File: src/rtl/sprite_rom_arbiter.sv
// sprite_rom_arbiter: shares one sprite ROM between player and ghosts; optional collision flag via SPRITE_ARB_COLLIDE_EN
module sprite_rom_arbiter #(
  parameter int NUM_SPR = 5,
  parameter int SIZE    = 42,
  parameter int ADDR_W  = 14,
  parameter int ID_W    = 3
) (
  input  logic                    clk,
  input  logic                    rst,
  input  logic [9:0]              h_cnt,
  input  logic [9:0]              v_cnt,
  input  logic                    pix_valid,
  input  logic                    frame_start,
  input  logic [NUM_SPR-1:0]      sprite_en,
  input  logic [NUM_SPR*10-1:0]   sprite_x,
  input  logic [NUM_SPR*10-1:0]   sprite_y,
  output logic [ADDR_W-1:0]       rom_addr,
  output logic                    rom_en,
  output logic [ID_W-1:0]         hit_id,
  output logic                    data_valid,
  output logic [ID_W-1:0]         data_id
`ifdef SPRITE_ARB_COLLIDE_EN
  ,
  output logic                    collide
`endif
);
  logic [NUM_SPR-1:0]        sh_en;
  logic [NUM_SPR*10-1:0]     sh_x, sh_y;
  logic [NUM_SPR-1:0]        hit_c, hit1;
  logic [NUM_SPR-1:0][5:0]   col_c, row_c, col1, row1;
  logic [ADDR_W-1:0]         addr_c;
  logic [ID_W-1:0]           id_c;
  logic                      en_c;
  // Frame-synchronous shadow copy of sprite positions so a frame never tears
  always_ff @(posedge clk or posedge rst)
    if (rst) begin
      sh_en <= '0;
      sh_x  <= '0;
      sh_y  <= '0;
    end else if (frame_start) begin
      sh_en <= sprite_en;
      sh_x  <= sprite_x;
      sh_y  <= sprite_y;
    end
  // Per-sprite bounding-box test; upper bounds at 11 bits so sprites near 1023 clip instead of wrapping
  always_comb begin
    hit_c = '0;
    col_c = '0;
    row_c = '0;
    for (int i = 0; i < NUM_SPR; i++) begin
      hit_c[i] = sh_en[i] && pix_valid &&
                 h_cnt >= sh_x[10*i +: 10] && {1'b0, h_cnt} < 11'(sh_x[10*i +: 10]) + 11'(SIZE) &&
                 v_cnt >= sh_y[10*i +: 10] && {1'b0, v_cnt} < 11'(sh_y[10*i +: 10]) + 11'(SIZE);
      col_c[i] = 6'(h_cnt - sh_x[10*i +: 10]);
      row_c[i] = 6'(v_cnt - sh_y[10*i +: 10]);
    end
  end
  // Stage 1: hit vector and sprite-local coordinates
  always_ff @(posedge clk or posedge rst)
    if (rst) begin
      hit1 <= '0;
      col1 <= '0;
      row1 <= '0;
    end else begin
      hit1 <= hit_c;
      col1 <= col_c;
      row1 <= row_c;
    end
  // Lowest index wins: scan downward so the last assignment is the highest priority
  always_comb begin
    addr_c = '0;
    id_c   = '0;
    en_c   = 1'b0;
    for (int i = NUM_SPR - 1; i >= 0; i--)
      if (hit1[i]) begin
        addr_c = ADDR_W'(i * SIZE * SIZE) + ADDR_W'(row1[i]) * ADDR_W'(SIZE) + ADDR_W'(col1[i]);
        id_c   = ID_W'(i);
        en_c   = 1'b1;
      end
  end
  // Stage 2 drives the ROM; stage 3 tags the data returning one cycle later
  always_ff @(posedge clk or posedge rst)
    if (rst) begin
      rom_addr   <= '0;
      rom_en     <= 1'b0;
      hit_id     <= '0;
      data_valid <= 1'b0;
      data_id    <= '0;
    end else begin
      rom_addr   <= addr_c;
      rom_en     <= en_c;
      hit_id     <= id_c;
      data_valid <= rom_en;
      data_id    <= hit_id;
    end
`ifdef SPRITE_ARB_COLLIDE_EN
  logic flag;
  logic coll_now;
  assign coll_now = hit1[0] && |hit1[NUM_SPR-1:1];
  // Sticky player/ghost overlap flag, reported and restarted at each frame boundary
  always_ff @(posedge clk or posedge rst)
    if (rst) begin
      flag    <= 1'b0;
      collide <= 1'b0;
    end else begin
      collide <= frame_start && flag;
      flag    <= frame_start ? coll_now : (flag || coll_now);
    end
`endif
endmodule

File: config.mk
export PLATFORM = sky130hd
export DESIGN_NAME = sprite_rom_arbiter
export DESIGN_NICKNAME = d
export VERILOG_FILES = /design/src/rtl/sprite_rom_arbiter.sv
export SDC_FILE = /design/constraint.sdc
export NUM_CORES = 1
export LEC_CHECK = 0
export ABC_AREA = 1
export BUFFER_PORTS_ARGS = -buffer_cell sky130_fd_sc_hd__buf_4
export CAP_MARGIN = 20
export CORE_MARGIN = 4
export CORE_UTILIZATION = 44
export CTS_CLUSTER_SIZE = 8
export DETAILED_ROUTE_END_ITERATION = 10
export PLACE_DENSITY_LB_ADDON = 0.2
export SYNTH_ARGS = -nofsm -noshare
export SYNTH_HDL_FRONTEND = slang
export SYNTH_SLANG_ARGS = --single-unit
File: constraint.sdc
create_clock -name clk -period 10.6 [get_ports clk]
set_input_delay 2.12 -clock clk [delete_from_list [all_inputs] [get_ports clk]]
set_output_delay 2.12 -clock clk [all_outputs]
set_load 0.03 [all_outputs]
==> results of run 1 <==
[sequential cells by signal, summed over array words and instances, names as in the netlist, 3 cells and up]
register and count:
hit1 5, data_id 3, rom_addr 14, hit_id 3
col1 30, sh_en 5, sh_x 50, sh_y 50
row1 30
[cell usage after synthesis, types with 6 or more instances]
cell type,n,area share [%]
nor2_1,111,2.4
nor3_1,22,0.63
fa_1,19,2.2
nand3_1,77,2.2
buf_2,6,0.17
xnor2_1,39,1.9
nand2_1,393,8.4
nand2_2,6,0.21
nand4_1,24,0.85
a21oi_1,166,4.7
inv_1,302,6.4
mux2_2,15,0.96
o21ai_0,182,5.2
ha_1,364,26
nand3b_1,8,0.34
o21ai_1,10,0.28
o21bai_1,12,0.51
dfrtp_1,192,27
clkbuf_1,22,0.47
o221ai_1,8,0.40
o21a_1,6,0.26
xor2_1,101,5.0
[power groups by stage]
| stage | registers [mW] | clock network, mW | logic, mW |
|---|---|---|---|
| 3_3_place_gp | 0.949 | 0 | 3.69 |
| 6_report | 0.936 | 0.713 | 3.81 |
| 2_1_floorplan | 0.939 | 0 | 2.94 |
| 5_1_grt | 0.950 | 0.758 | 4.37 |
| 4_1_cts | 0.937 | 0.723 | 3.80 |
| 3_5_place_dp | 0.951 | 0 | 3.77 |
[area by class of cell]
cell class	count	share of cell area (%)
diodes	1	0.0126
clock buffers	17	2.14
clock inverters	15	1.09
inverters	308	5.84
multi-input cells	1627	57.8
flip-flops and latches	192	24.1
well taps	518	3.25
repair buffers	153	5.79
[stage by stage]
stage	total power, mW	util, %	instance area (um^2)	cells
final	5.46	50.9	19900	2831
after floorplan	3.88	-	17600	2155
after global placement	4.64	49.3	19300	2798
after CTS	5.46	50.9	19900	2830
after detailed placement	4.72	49.3	19300	2798
after global routing	6.08	50.9	19900	2830
[placed cells by master, fill, tap and decap left out, types with 12 or more instances in the layout]
cell type / n
clkbuf_16: 17
xor2_1: 101
buf_4: 152
fa_1: 19
mux2_2: 15
ha_1: 364
a21oi_1: 166
nor3_1: 22
nand4_1: 24
xnor2_1: 39
inv_1: 301
dfrtp_1: 192
nand2_1: 393
o21bai_1: 12
nor2_1: 111
nand3_1: 77
o21ai_0: 182
[metal layers]
metal  GRT usage, %  routed length (um)  share of wire (%)
met5              0                   0                  0
met4           4.10                 663                1.4
met3           3.58                2200                4.6
met2           36.4               22100                 46
met1           31.8               23100                 48
[worst reg2reg max path: stages, from the launching register on]
cell     delay, ps
dfrtp_1        410
ha_1           300
ha_1           310
ha_1           280
ha_1           360
nand3_1        110
nand2_1         60
inv_1           60
nand2_1         80
a31o_2         210
xor2_1         170
inv_1           60
ha_1           340
nand2_1         90
nor2_1          50
nand2_1         60
nand3_1         80
nor2_1         140
nand3_1         90
nand3_1        120
nand3_1        130
nand2_1         90
nand2_1         40
nand2_1         60
nand2_1         60
[path summary, 6_finish.rpt]
path | start | end | slack, ps | cells past startpoint
max reg2reg | row1[25]$_DFF_PP0_ | rom_addr[11]$_DFF_PP0_ | 6720 | 24
min reg2reg | hit_id[1]$_DFF_PP0_ | data_id[1]$_DFF_PP0_ | 380 | 0
min | hit_id[1]$_DFF_PP0_ | data_id[1]$_DFF_PP0_ | 380 | 0
max in group asynchronous | rst | row1[26]$_DFF_PP0_ | 7300 | 3
min in group asynchronous | rst | rom_addr[2]$_DFF_PP0_ | 1820 | 2
max | row1[25]$_DFF_PP0_ | rom_addr[11]$_DFF_PP0_ | 6720 | 24
[logic make-up (layout without fill, tap and decap cells)]
logic type / count (synthesis) / in the layout
simple gates: 657 / 657
compound gates: 429 / 429
fa+ha+maj: 383 / 383
buf+inv: 336 / 493
flops: 192 / 192
xor+xnor: 143 / 143
mux: 15 / 15
other cells: 0 / 1
==> impl_metrics.tcl, run 1 <==
set metrics [dict create \
    worstMarginPinSlew_ps 905 \
    rsz0062_at_grt "no" \
    multi_input_area_um2 11500 \
    synthMuxAreaShare_pct 0.961 \
    syn_area_per_cell_um2 8.16 \
    clock_path_buffers 2 \
    crit_chain "ha_1, ha_1, ha_1, ha_1, nand3_1, nand2_1, inv_1, nand2_1, a31o_2, xor2_1, inv_1, ha_1, nand2_1, nor2_1, nand2_1, nand3_1, nor2_1, nand3_1, nand3_1, nand3_1, nand2_1, nand2_1, nand2_1, nand2_1" \
    worst-path-buf-inv 2 \
    wl_um 48100 \
    ys.flop_type "dfrtp_1" \
    worstPathMaxFanout 5 \
    tns_ps 0 \
    synth_area_um2 17600 \
    yosysWarnings 0 \
    intPower_mw 2.72 \
    cp_slowest_cell "dfrtp_1" \
    grt_pass1_vias 14600 \
    p_per_area_nw_per_um2 274 \
    crit_path_frequent_cell "nand2_1" \
    initial_core_util_pct 45.0 \
    outcome "complete, no violations" \
    synth_edf_count 0 \
    cp_top_family "adder cells" \
    finalHoldViolCount 0 \
    routedWlPerCell_um 17.0 \
    crit_arrival_ps 4220 \
    cts_setup_buffers 0 \
    synth_xor_area_share_pct 7.32 \
    drt_iter0_drc 883 \
    final-setup-viol-count 0 \
    antenna_found_initial 1 \
    cts.sinks 192 \
    ioPinCount 151 \
    rows 72 \
    ys_seq_area_share_pct 27.3 \
    p_sw_share_pct 50.3 \
    cellLeakagePower_nw 10.5 \
    drv_slew 0 \
    die_w_um 208 \
    power.share.clock_pct 13.1 \
    fillCellCount 3777 \
    seqPwrFrac_pct 17.1 \
    die_area_um2 43200 \
    clk_root_buffer_cell "clkbuf_16" \
    drtPass1Iterations 5 \
    final_nets 2811 \
    synth_seq_cells 192 \
    cts_tree "built" \
    coreArea_um2 39100 \
    ir_worst_vdd_mv 0.208 \
    seq_area_um2 4800 \
    min_period_ps 3880 \
    clk-insertion-delay-late_ps 460 \
    portBuffers 150 \
    yosys.area_share.simple_pct 15.6 \
    hold_buffers 0 \
    syn_inst 2155 \
    worstPathRequired_ps 10940 \
    vias_per_cell 5.18 \
    synth_compound_area_share_pct 13.4 \
    cap_viol_max_count 0 \
    cts_resized 0 \
    synthToLayoutAreaGrowth_pct 13.3 \
    place_congestion 0.902 \
    gr-total-overflow 0 \
    synth_top_family_by_area "adder cells" \
    fmax_mhz 258 \
    dp_hpwl_um 39500 \
    layout_setup_ws_ps 6720 \
    via_count 14700 \
    endpoint_kind "flip-flop" \
    drive_gt1_share_pct 10.1 \
    syn_nets 2667 \
    cts_made_buffers 17 \
    slew_headroom_pct 39.7 \
    htree_levels 4 \
    critical_path_class "flip-flop to flip-flop" \
    cts.clk_slew.worst_paths_ps 80 \
    hold_path_class "flip-flop to flip-flop" \
    grt_first_pass_wirelength_um 78100 \
    drtAntennaViolNets 0 \
    post-place-ws_ps 6380 \
    grt_max_degree 128 \
    synthAdderAreaFrac_pct 28.1 \
    startpoint_type "flip-flop" \
    cpPeakStageDelay_ps 410 \
    holdWs_ps 377 \
    skew_ps 15.4 \
    drcViolationCount 0 \
    ys_types 47 \
    p_sw_mw 2.74 \
    timing.final.crit_share_pct 36.6 \
    die_h_um 208 \
    grt_util_all_layers_pct 22.3 \
    power_frac_comb_pct 69.8 \
    synth-async-reset-ratio_pct 100 \
]
Note: power is estimated with default switching activity, not from simulation.
==> run 2, diff against run 1 <==
==> constraint.sdc (replaced) <==
create_clock -name clk -period 3.6 [get_ports clk]
set_input_delay 0.72 -clock clk [delete_from_list [all_inputs] [get_ports clk]]
set_output_delay 0.72 -clock clk [all_outputs]
set_load 0.03 [all_outputs]
==> impl_metrics.tcl, run 2 (same netlist as run 1, synthesis figures left out) <==
set metrics [dict create \
    r2r_cells 24 \
    reg2reg_to "rom_addr[11]$_DFF_PP0_" \
    via_count 15100 \
    drcViolationCount 0 \
    worstPathRequired_ps 4010 \
    grt_pass1_vias 15200 \
    die_h_um 208 \
    rsz0062_at_grt "yes" \
    endpoint_kind "flip-flop" \
    cap_viol_max_count 0 \
    gr-total-overflow 0 \
    vias_per_cell 5.22 \
    dp.cells 2856 \
    worstMarginPinSlew_ps 747 \
    clk_root_buffer_cell "clkbuf_16" \
    slew_headroom_pct 50.1 \
    crit_arrival_ps 3880 \
    die_area_um2 43200 \
    skew_ps 16.7 \
    drtPass1Iterations 5 \
    grt_util_all_layers_pct 22.2 \
    outcome "complete, no violations" \
    rr_startpoint "row1[27]$_DFF_PP0_" \
    power_mw 19.8 \
    grt_max_degree 102 \
    antenna_found_initial 1 \
    htree_levels 4 \
    cts.clk_slew.worst_paths_ps 90 \
    clock_path_buffers 2 \
    cp-startpoint "row1[27]$_DFF_PP0_" \
    worstPathMaxFanout 4 \
    hold_path_class "input port to async pin" \
    use_met2_pct 37.4 \
    post_dp_cell_area_um2 19800 \
    use_met3_pct 3.08 \
    drv_slew 0 \
    gr-usage-met1_pct 30.5 \
    reg.largest.list "sh_x (50), sh_y (50)" \
    fmax_mhz 288 \
    cts.sinks 192 \
    p_per_area_nw_per_um2 931 \
    instances_no_fill 2895 \
    busiest_layer "met2" \
    grt_first_pass_wirelength_um 78100 \
    place_congestion 0.904 \
    drive_gt1_share_pct 16.5 \
    startpoint_type "flip-flop" \
    final_util_pct 54.3 \
    drt_iter0_drc 672 \
    dp_hpwl_um 39600 \
    endpoint "rom_addr[11]$_DFF_PP0_" \
    r2r_slack_ps 130 \
    cts_tree "built" \
    wl_um 48600 \
    design_area_um2 21200 \
    n_antenna_cell 0 \
    rows 72 \
    coreArea_um2 39100 \
    min_period_ps 3470 \
    final_nets 2876 \
    finalHoldViolCount 0 \
    drtAntennaViolNets 0 \
    final-setup-viol-count 0 \
    critical_path_class "flip-flop to flip-flop" \
    routedWlPerCell_um 16.8 \
    synthToLayoutAreaGrowth_pct 20.7 \
    final_cell_mix "383 x nand2_1, 317 x ha_1, 298 x inv_1" \
    timing.final.crit_share_pct 96.5 \
    ir_worst_vdd_mv 0.792 \
    cellLeakagePower_nw 10.8 \
    initial_core_util_pct 45.0 \
    cts_made_buffers 17 \
    portBuffers 150 \
    layout_commonest_cell "nand2_1" \
    die_w_um 208 \
    layout_setup_ws_ps 126 \
    post-place-ws_ps -158 \
    clk-insertion-delay-late_ps 460 \
    ioPinCount 151 \
]
-- run 2: changes by cell type in the layout (fill, tap and decap cells not counted), moves of 5 or more --
cell and change:
buf_4 +60, ha_1 -47, ha_4 +44, a21oi_1 -11, a21oi_2 +10, nand2_1 -10, nand2_2 +9, buf_12 +5
o21ai_0 -5, xor2_1 -5
-- run 2: per-stage QoR --
stage	TNS, ps	hold WS (ps)
finish	0	379
floorplan	0	448
global route	-169	400
detailed placement	-449	366
CTS	0	383
global placement	-104	361
-- run 2: per-layer routing --
layer,wire [um],vias to the layer above
met5,0,-
met4,866,0
met3,1780,43
met2,23300,271
met1,22700,7180
li1,-,7632
-- run 2: layout make-up --
class	instances	area, um^2
repair buffers	218	1700
flip-flops and latches	192	4810
clock inverters	15	186
multi-input cells	1627	12300
fillers	3692	17900
inverters	308	1160
well taps	518	648
clock buffers	17	425
-- run 2: timing repair --
action | 4_1_cts | 5_1_grt
setup buffers | 1 | 6
setup endpoints to repair | 5 | 7
pin swaps | 7 | 35
gates resized for setup | 16 | 92
endpoints found under the hold margin | 0 | 0
hold buffers | 0 | 0
gates cloned | 0 | 0
-- run 2: worst max-delay path, cell delays in order, from the launching register on --
cell	delay (ps)
dfrtp_2	460
ha_4	260
ha_4	280
ha_4	200
ha_4	300
nand3_2	80
nand2_2	70
inv_2	50
nand2_2	80
a31o_4	180
xor2_4	190
inv_2	70
ha_4	280
nand2_2	50
nor2_2	110
nand4_1	100
nor2_2	130
nor2_2	60
nand3_1	60
nand3_1	70
nand3_1	80
nand2_1	70
nand2_1	50
nand2_1	50
nand2_1	90
-- run 2: worst min-delay path by stage --
stage                           end  slack [ps]  depth (start not counted)
2_1_floorplan      rom_en$_DFF_PP0_         450                          2
3_3_place_gp   data_id[2]$_DFF_PP0_         360                          0
3_5_place_dp   data_valid$_DFF_PP0_         370                          0
4_1_cts        data_valid$_DFF_PP0_         380                          0
5_1_grt        data_id[2]$_DFF_PP0_         400                          0
6_report       sh_x[42]$_DFFE_PP0P_         380                          2
-- run 2: where the power goes --
part | internal, mW | switching, mW | total [mW]
clock | 0.946 | 1.02 | 1.97
combinational | 6.88 | 8.14 | 15.0
sequential | 2.48 | 0.284 | 2.77
==> run 3, diff against run 2 <==
==> constraint.sdc (replaced) <==
create_clock -name clk -period 3.4 [get_ports clk]
set_input_delay 0.68 -clock clk [delete_from_list [all_inputs] [get_ports clk]]
set_output_delay 0.68 -clock clk [all_outputs]
set_load 0.03 [all_outputs]
==> impl_metrics.tcl, run 3 (same netlist as run 1, synthesis figures left out) <==
set metrics [dict create \
    outcome "finished, violations left" \
    violations "negative setup slack" \
    wl_um 48800 \
    dp.cells 2884 \
    cts.sinks 192 \
    ir_worst_vdd_mv 0.995 \
    design_area_um2 21600 \
    critical_path_class "flip-flop to flip-flop" \
    clk_root_buffer_cell "clkbuf_16" \
    rsz0062_at_grt "yes" \
    slew_headroom_pct 54.2 \
    routedWlPerCell_um 16.6 \
    crit_arrival_ps 3880 \
    die_h_um 208 \
    final_cell_mix "387 x nand2_1, 311 x ha_1, 296 x inv_1" \
    reg2reg_to "rom_addr[11]$_DFF_PP0_" \
    portBuffers 150 \
    dp_hpwl_um 39300 \
    layout_setup_ws_ps -122 \
    final-setup-viol-count 2 \
    power_mw 21.7 \
    htree_levels 4 \
    grt_first_pass_wirelength_um 77700 \
    instances_no_fill 2930 \
    fillCellCount 3604 \
    vias_per_cell 5.20 \
    startpoint_type "flip-flop" \
    hold_path_class "input port to async pin" \
    cap_viol_max_count 0 \
    gr-total-overflow 0 \
    drive_gt1_share_pct 17.9 \
    place_congestion 0.908 \
    timing.final.crit_share_pct 104 \
    p_per_area_nw_per_um2 1010 \
    synthToLayoutAreaGrowth_pct 22.8 \
    n_antenna_cell 0 \
    min_period_ps 3520 \
    multi_input_area_um2 12400 \
    layout_commonest_cell "nand2_1" \
    grt_max_degree 65 \
    die_w_um 208 \
    drtAntennaViolNets 0 \
    drcViolationCount 0 \
    endpoint_kind "flip-flop" \
    r2r_slack_ps -120 \
    cts_tree "built" \
    skew_ps 15.8 \
    tns_ps -215 \
    drtPass1Iterations 5 \
    drv_slew 0 \
    rows 72 \
    antenna_found_initial 1 \
    cts.clk_slew.worst_paths_ps 80 \
    final_util_pct 55.2 \
    cellLeakagePower_nw 11.0 \
    grt_pass1_vias 15200 \
    final_nets 2911 \
    post_dp_cell_area_um2 20000 \
    r2r_cells 20 \
    via_count 15200 \
    drt_iter0_drc 825 \
    reg.largest.list "sh_x (50), sh_y (50)" \
    initial_core_util_pct 45.0 \
    clock_path_buffers 2 \
    die_area_um2 43200 \
    rr_startpoint "row1[7]$_DFF_PP0_" \
    worstPathMaxFanout 3 \
    coreArea_um2 39100 \
    clk-insertion-delay-late_ps 460 \
    holdWs_ps 317 \
    fmax_mhz 284 \
    ioPinCount 151 \
    cts_made_buffers 17 \
    worstMarginPinSlew_ps 686 \
    seq_area_um2 4810 \
    finalHoldViolCount 0 \
    post-place-ws_ps -304 \
    worstPathRequired_ps 3750 \
    grt_util_all_layers_pct 22.1 \
]
[run 3: cell types whose count changed in the layout (fill, tap and decap cells not counted), sizes merged]
| cell | previous run | this run |
|---|---|---|
| clkinv | 10 | 8 |
| clkinvlp | 3 | 4 |
| bufinv | 0 | 1 |
| buf | 218 | 253 |
[run 3: critical path: stages (launching register included)]
cell,delay [ps]
dfrtp_1,430
ha_4,270
ha_4,280
ha_4,200
ha_4,220
a21o_1,180
a31o_4,230
xor2_4,190
inv_2,80
ha_4,270
nand2_2,60
nor3_2,170
nand2_1,80
o211ai_1,180
nand2_1,110
nand2_1,100
a21oi_1,70
o21ai_1,120
nand2_1,60
nand2_1,50
nand2_1,60
[run 3: worst max path at each step]
stage / startpoint / slack, ps / endpoint / depth (start not counted)
global placement: row1[7]$_DFF_PP0_ / -220 / rom_addr[11]$_DFF_PP0_ / 20
finish: row1[7]$_DFF_PP0_ / -120 / rom_addr[11]$_DFF_PP0_ / 20
floorplan: row1[25]$_DFF_PP0_ / 7 / rom_addr[11]$_DFF_PP0_ / 24
CTS: row1[9]$_DFF_PP0_ / -20 / rom_addr[11]$_DFF_PP0_ / 20
global route: row1[27]$_DFF_PP0_ / -390 / rom_addr[11]$_DFF_PP0_ / 23
detailed placement: row1[7]$_DFF_PP0_ / -300 / rom_addr[11]$_DFF_PP0_ / 20
[run 3: layer usage]
layer / track usage (%) / routed length (um) / part of all wire, % / vias up
met5: 0 / 11 / 0.023 / -
met4: 7.20 / 1450 / 3.0 / 2
met3: 4.23 / 2270 / 4.6 / 75
met2: 36.2 / 22600 / 46 / 350
met1: 29.7 / 22400 / 46 / 7101
li1: - / - / - / 7700
[run 3: final cells by class]
cell class | count | area share [%]
flip-flops and latches | 192 | 22.3
clock buffers | 17 | 1.97
inverters | 308 | 5.39
well taps | 518 | 3.00
multi-input cells | 1627 | 57.4
clock inverters | 15 | 0.812
repair buffers | 253 | 9.18
[run 3: repair_timing]
action | 4_1_cts | 5_1_grt
gates resized for setup | 65 | 50
buffers inserted | 7 | 7
hold buffers | 0 | 0
pin swaps | 38 | 46
endpoints found under the setup margin | 7 | 8
[run 3: where the power goes]
part	switching, mW	leakage [nW]	internal [mW]
Clock	1.05	0.285	1.05
Combinational	8.78	8.38	7.90
Sequential	0.310	2.34	2.63
